`src/rtl/mul_result_buffer.sv`:
```
// Result buffer behind a fixed-latency, non-stalling multiplier: tracks in-flight
// operations, captures products into a FIFO and grants issue credits. Optional tags: MUL_RB_TAG_EN.
module mul_result_buffer #(
  parameter int DEPTH = 4,
  parameter int LAT   = 2
) (
  input  logic        clk,
  input  logic        rst,
  input  logic        issue_valid,
  output logic        issue_ready,
`ifdef MUL_RB_TAG_EN
  input  logic [4:0]  issue_tag,
  output logic [4:0]  out_tag,
`endif
  input  logic [63:0] mul_res,
  output logic        out_valid,
  input  logic        out_ready,
  output logic [63:0] out_res,
  output logic [4:0]  occupancy
);

  // Handshakes: a transfer happens on a rising edge where valid & ready are both 1;
  // ready never depends combinationally on the matching valid or on out_ready.

  localparam int PW = (DEPTH > 1) ? $clog2(DEPTH) : 1;

  logic [LAT-1:0] vsr;
  logic [LAT:0]   vsr_ext;
  logic [4:0]     inflight;
  logic [PW-1:0]  head;
  logic [PW-1:0]  tail;
  logic [63:0]    mem [DEPTH];
  logic           accept;
  logic           capture;
  logic           pop;

  assign accept  = issue_valid & issue_ready;
  assign capture = vsr[LAT-1];
  assign pop     = out_valid & out_ready;
  assign vsr_ext = {vsr, accept};

  always_comb begin
    inflight = '0;
    for (int i = 0; i < LAT; i++) inflight = inflight + 5'(vsr[i]);
  end

  // Credits cover both stored results and products still inside the multiplier,
  // so a capture always finds a free slot.
  assign issue_ready = ({1'b0, occupancy} + {1'b0, inflight}) < 6'(DEPTH);
  assign out_valid   = (occupancy != 5'd0);
  assign out_res     = out_valid ? mem[head] : '0;

  always_ff @(posedge clk) begin
    if (rst) begin
      vsr       <= '0;
      head      <= '0;
      tail      <= '0;
      occupancy <= '0;
    end else begin
      vsr <= vsr_ext[LAT-1:0];
      if (capture) tail <= tail + 1'b1;
      if (pop) head <= head + 1'b1;
      if (capture && !pop) occupancy <= occupancy + 5'd1;
      else if (pop && !capture) occupancy <= occupancy - 5'd1;
    end
  end

  always_ff @(posedge clk) begin
    if (capture) mem[tail] <= mul_res;
  end

`ifdef MUL_RB_TAG_EN
  logic [4:0] tag_sr  [LAT];
  logic [4:0] tag_mem [DEPTH];

  always_ff @(posedge clk) begin
    tag_sr[0] <= issue_tag;
    for (int i = 1; i < LAT; i++) tag_sr[i] <= tag_sr[i-1];
    if (capture) tag_mem[tail] <= tag_sr[LAT-1];
  end

  assign out_tag = out_valid ? tag_mem[head] : '0;
`endif

endmodule
```
`config.mk`:
```
export PLATFORM = sky130hd
export DESIGN_NAME = mul_result_buffer
export DESIGN_NICKNAME = d
export VERILOG_FILES = /design/src/rtl/mul_result_buffer.sv
export SDC_FILE = /design/constraint.sdc
export NUM_CORES = 1
export LEC_CHECK = 0
export BUFFER_PORTS_ARGS = -buffer_cell sky130_fd_sc_hd__buf_2
export CAP_MARGIN = 5
export CORE_MARGIN = 2
export CORE_UTILIZATION = 62
export DETAILED_ROUTE_END_ITERATION = 6
export PLACE_DENSITY = 0.85
export SETUP_SLACK_MARGIN = 0.2
export SLEW_MARGIN = 20
export SYNTH_ARGS = -nofsm -noshare
export SYNTH_HDL_FRONTEND = slang
export SYNTH_SLANG_ARGS = --single-unit
```
`constraint.sdc`:
```
create_clock -name clk -period 7.1 [get_ports clk]
set_clock_uncertainty 0.1 [all_clocks]
set_input_delay 0.71 -clock clk [delete_from_list [all_inputs] [get_ports clk]]
set_output_delay 0.71 -clock clk [all_outputs]
set_load 0.005 [all_outputs]
```
==> results of run 1 <==
-- stage by stage --
stage               total power [mW]  std cells  worst slack [ns]  util [%]  instance area [sq um]
floorplan                       2.62        478              4.52         -                  10400
global placement                2.94        815              3.86      68.1                  11200
detailed placement              2.96        815              3.88      68.1                  11200
CTS                             4.27        863              3.32      73.2                  12100
global route                    4.41        865              3.20      73.2                  12100
finish                          4.23        865              3.47      73.2                  12100
-- cells in the mapped netlist (4+ instances only) --
library cell  instances
inv_1                 4
ha_1                  9
a21oi_1               4
nor2_1               12
nor2b_1              66
mux4_2               64
buf_6                 6
edfxtp_1            256
buf_4                 7
buf_2                 7
dfxtp_1              13
and2_1                4
-- state kept, by name, indices dropped and copies added (netlist names), named ones only --
name / count
vsr: 2
occupancy: 5
mem: 256
head: 2
tail: 2
-- worst max-delay path: stages (launching register included) --
cell	delay, ns
dfxtp_4	0.66
buf_4	0.69
mux4_2	0.58
nor2b_1	0.17
buf_2	0.18
-- cells by family (layout without fill, tap and decap cells) --
family          count (synthesis)  count (layout)
compound gates                 10              10
xor+xnor                        5               5
fa+ha+maj                      10              10
buf+inv                        27             192
flops                         269             269
mux                            67              67
other cells                     0               2
simple gates                   90              90
-- report_power, final --
part	switching (mW)	total, mW	internal, mW
combinational	0.456	1.00	0.547
sequential	0.101	1.91	1.81
clock	0.538	1.32	0.780
total	1.09	4.23	3.13
-- final timing paths --
check | startpoint | to | slack (ns)
setup / recovery | register | out_res[29] | 3.47
hold / removal | mul_res[8] | mem[0][8]$_DFFE_PP_ | 0.31
setup reg to reg | occupancy[4]$_SDFFE_PP0P_ | occupancy[4]$_SDFFE_PP0P_ | 4.33
hold reg to reg | vsr[0]$_SDFF_PP0_ | vsr[1]$_SDFF_PP0_ | 0.36
-- layout make-up --
class / instances / share of cell area, %
Antenna cell: 2 / 0.0414
Clock buffer: 42 / 6.71
Clock inverter: 6 / 0.269
Inverter: 4 / 0.124
Multi-Input combinational cell: 182 / 19.0
Sequential cell: 269 / 65.8
Tap cell: 220 / 2.28
Timing Repair Buffer: 140 / 5.83
-- per-layer routing --
metal | global-route usage, % | share of wire (%) | routed length [um]
met2 | 35.7 | 53 | 9590
met5 | 0 | 0.071 | 13
met1 | 27.8 | 38 | 6980
met4 | 5.97 | 1.7 | 316
met3 | 3.96 | 7.1 | 1280
==> results.md, run 1 <==
- Post-Synthesis Net Count: 556
- H-Tree Depth: 1
- X dimension of the die: 134 um
- Unrepaired setup endpoints after global routing: false
- Clock-pin slew on the worst setup and hold paths: 0.06 ns
- Post-Synth XOR/XNOR Area: 0.421%
- Area Overhead vs Synth: 16.2%
- Main synth FF type: edfxtp_1
- Site Rows: 47
- Worst vdd ir: 0.235 mV
- Number of global-route vias before repair: 5,323
- Footprint of the multi-input gates: 2300 sq um
- DRC violations left: 0
- Num Clock Sinks: 269
- Final Setup Violations: 0
- Fin Setup TNS: 0 ns
- Pleak: 4.14 nW
- Synth top area share: 73.9%
- Min-delay worst type: in -> reg
- Biggest area consumer among synthesized cells: edfxtp_1
- Main combinational cell family by area after synthesis: multiplexers
- Post-CTS Hold Buffers: 0
- Post-Syn Area: 10,400 sq um
- DR iter-0 viols: 291
- Initial antenna violation count: 3
- Crit Path Max Fanout: 40
- Synth Register Bits: 269
- WHS: 0.312 ns
- GRT overflow: 0
- Ys async rst share: 0%
- CTS tree: done
- Synth Area per Inst: 21.8 sq um
- Global-route wire length before repair: 28,400 um
- Layout Nets: 701
- Synth area leaders: edfxtp_1 (74%), mux4_2 (14%), nor2b_1 (4.0%)
- Final Max Slew Viols: 0
- Adder-cell share of the synthesized area: 1.27%
- I/O pin count: 139
- Total Routing Usage GR: 20.8%
- Die Footprint: 17,800 sq um
- Post-DRT Antenna Nets: 0
- Synth Area in Simple Gates: 5.23%
- Post-cts gate resize count: 0
- DR pass1 iterations: 5
- GP Congestion: 0.759
- Commonest non-fill, non-tap cell in the layout: edfxtp_1
- Via count: 4,974
- Via density per instance: 5.75
- Register area: 7960 sq um
- Post-DP HPWL: 10,400 um
- Relative slew slack: 34.3%
- Avg WL per Cell: 21.0 um
- Worst Path Required: 6.29 ns
- Clock root cell: clkbuf_16
- Hold Path Cell Cnt: 1
- Critical Path Start Type: register
- Largest net degree at the start of global routing: 66
- Commonest non-fill, non-tap cells in the layout: edfxtp_1 (256), buf_2 (138), nor2b_1 (66)
- Max-cap viol count: 0
- Post-synth EDFFs: 256
- PortBufs: 138
- Worst skew pair latency: 0.50 ns
- # Post-CTS Setup Buffers: 0
- Worst-Margin Slew: 0.986 ns
- Tmin final: 3.63 ns
- Share of layout cells above drive strength 1: 39.8%
- Post-synthesis compound-gate area fraction: 0.829%
- Critical path capture point type: output port
- Post-synthesis sequential area ratio: 76.4%
- Final hold violations: 0
- CP Data Arrival Time: 2.82 ns
- Starting Density: 63.0%
- Ys Warns: 0
- Mux share of post-synthesis cell area: 14.1%
- Reg2reg path depth: 9
- Distinct cells, synth: 31
- Core outline area: 16,500 sq um
- Die height: 134 um
- # fillers: 991
- Crit path kind: reg -> out
- Total CTS buffers: 26
- Tcrit/Tclk final: 51.1%
- Maximum clock path buffer count: 3
- Gate count of the mapped netlist: 478
- FMAX: 275 MHz
- Final WL: 18,200 um
- Status: completed
- Pwr Density: 349 nW/um^2
(Power assumes the default switching activity.)
==> inputs of run 2 (changes only) <==
--- a/config.mk
+++ b/config.mk
@@ -8,9 +8,9 @@
 export BUFFER_PORTS_ARGS = -buffer_cell sky130_fd_sc_hd__buf_2
 export CAP_MARGIN = 5
 export CORE_MARGIN = 2
-export CORE_UTILIZATION = 62
+export CORE_UTILIZATION = 57
 export DETAILED_ROUTE_END_ITERATION = 6
-export PLACE_DENSITY = 0.85
+export PLACE_DENSITY = 0.79
 export SETUP_SLACK_MARGIN = 0.2
 export SLEW_MARGIN = 20
 export SYNTH_ARGS = -nofsm -noshare
==> constraint.sdc (replaced) <==
create_clock -name clk -period 3.7 [get_ports clk]
set_clock_uncertainty 0.1 [all_clocks]
set_input_delay 0.37 -clock clk [delete_from_list [all_inputs] [get_ports clk]]
set_output_delay 0.37 -clock clk [all_outputs]
set_load 0.005 [all_outputs]
==> run 2 against run 1 <==
- wire length up 5.9%
- die area rose by 8.5%
- sequential power grew 92%
- count of clock-buffer cells in the layout shrank 9
- final cell count is 8.0% higher
==> results.md, run 2 (synthesis gave the netlist of run 1 again) <==
- Placed cell areas: 11,300 sq um
- Largest Register: mem
- Final WL: 19,300 um
- Clock-pin slew on the worst setup and hold paths: 0.06 ns
- Site Rows: 49
- Via count: 5,231
- Register area: 7960 sq um
- Status: completed
- Worst vdd ir: 0.468 mV
- Number of global-route vias before repair: 5,742
- Avg WL per Cell: 20.6 um
- Worst-Margin Slew: 1.01 ns
- Pwr Density: 634 nW/um^2
- Initial antenna violation count: 0
- Footprint of the multi-input gates: 2300 sq um
- X dimension of the die: 139 um
- Fin cells: 934
- Maximum clock path buffer count: 3
- Post-DRT Antenna Nets: 0
- Clock root cell: clkbuf_16
- Relative slew slack: 32.8%
- Total Routing Usage GR: 20.3%
- Layout Nets: 767
- FMAX: 348 MHz
- Max-cap viol count: 0
- Pre-CTS WS: 0.962 ns
- DR iter-0 viols: 284
- Total power: 8.04 mW
- Post-DP HPWL: 10,400 um
- Largest net degree at the start of global routing: 66
- GRT overflow: 0
- GP Congestion: 0.778
- PortBufs: 138
- Worst skew pair latency: 0.51 ns
- Tcrit/Tclk final: 77.7%
- Final hold violations: 0
- Critical Path Start Type: register
- Final Max Slew Viols: 0
- Die Footprint: 19,400 sq um
- Total CTS buffers: 26
- Placed Cells: 825
- Max FFs per register: 256
- Fin Setup TNS: 0 ns
- Crit path kind: reg -> out
- Share of layout cells above drive strength 1: 34.8%
- Min-delay worst type: in -> reg
- Worst Path Required: 3.23 ns
- Post-route design area: 12,700 sq um
- R2r startpoint: occupancy[2]$_SDFFE_PP0P_
- Final Setup Violations: 0
- Critical path capture point type: output port
- Core outline area: 18,000 sq um
- Reg2reg path depth: 9
- H-Tree Depth: 1
- Tmin final: 2.87 ns
- Unrepaired setup endpoints after global routing: false
- CP Data Arrival Time: 2.40 ns
- Final setup margin: 0.825 ns
- WHS Endpoint: tail[1]$_SDFFE_PP0P_
- DR pass1 iterations: 5
- Critical R2R Capture: occupancy[4]$_SDFFE_PP0P_
- Commonest non-fill, non-tap cells in the layout: edfxtp_1 (256), buf_2 (138), nor2b_1 (66)
- Commonest non-fill, non-tap cell in the layout: edfxtp_1
- CTS tree: done
- Hold path start: rst
- Area Overhead vs Synth: 21.9%
- Die height: 139 um
- Via density per instance: 5.60
- # fillers: 1,143
- Num Clock Sinks: 269
- Hold Path Cell Cnt: 2
- Starting Density: 57.9%
- Pleak: 4.37 nW
- Reg2reg setup slack: 0.90 ns
- Inserted Diodes: 0
- Biggest regs: mem (256), occupancy (5)
- DRC violations left: 0
- Crit Path Max Fanout: 24
- I/O pin count: 139
- Global-route wire length before repair: 30,600 um
==> run 2: cell types whose count changed in the layout (fill, tap and decap cells not counted), sizes merged <==
cell / delta
clkinv: +6
dlygate4sd3: +65
clkbuf: -9
diode: -2
buf: +1
clkinvlp: -1
==> run 2: per-stage QoR <==
stage               hold WS, ns  util (%)
CTS                      0.0708      70.6
floorplan                 0.342         -
finish                   0.0926      70.6
detailed placement        0.359      62.9
global route             0.0882      70.6
global placement          0.364      62.9
==> run 2: worst max-delay path by stage <==
stage,startpoint,to,slack [ns],cells after the start
global route,register,out_res[1],0.63,4
detailed placement,occupancy[4]$_SDFFE_PP0P_,occupancy[4]$_SDFFE_PP0P_,0.96,9
finish,register,out_res[1],0.83,4
CTS,register,out_res[1],0.71,4
floorplan,tail[0]$_SDFFE_PP0P_,mem[0][0]$_DFFE_PP_,1.12,3
global placement,occupancy[4]$_SDFFE_PP0P_,occupancy[4]$_SDFFE_PP0P_,1.14,9
==> run 2: area by class of cell <==
cell class | instances | area share [%]
flip-flops and latches | 269 | 62.7
multi-input cells | 182 | 18.1
repair buffers | 206 | 10.9
clock buffers | 33 | 5.50
well taps | 229 | 2.26
clock inverters | 11 | 0.345
inverters | 4 | 0.118
==> run 2: what timing repair did <==
| item | CTS | global route |
|---|---|---|
| setup buffers | 0 | 0 |
| endpoints found under the hold margin | 257 | 0 |
| hold buffers | 65 | 0 |
| resized for setup | 0 | 0 |
==> run 2: worst max-delay path, cell delays in order, from the launching register on <==
cell and delay (ns):
dfxtp_4 0.67, buf_4 0.38, mux4_2 0.54, nor2b_1 0.15, buf_2 0.14
==> run 2: metal layers <==
metal	GRT usage [%]	share of wire [%]	vias up	wire (um)
li1	-	-	2349	-
met2	36.6	53	163	10200
met1	26.1	40	2687	7700
met4	5.37	2.0	0	386
met3	3.21	5.2	32	994
met5	0	0	-	0
==> run 2: report_power, final <==
group	switching [mW]	internal, mW
clock	1.01	1.32
sequential	0.197	3.47
combinational	0.918	1.14
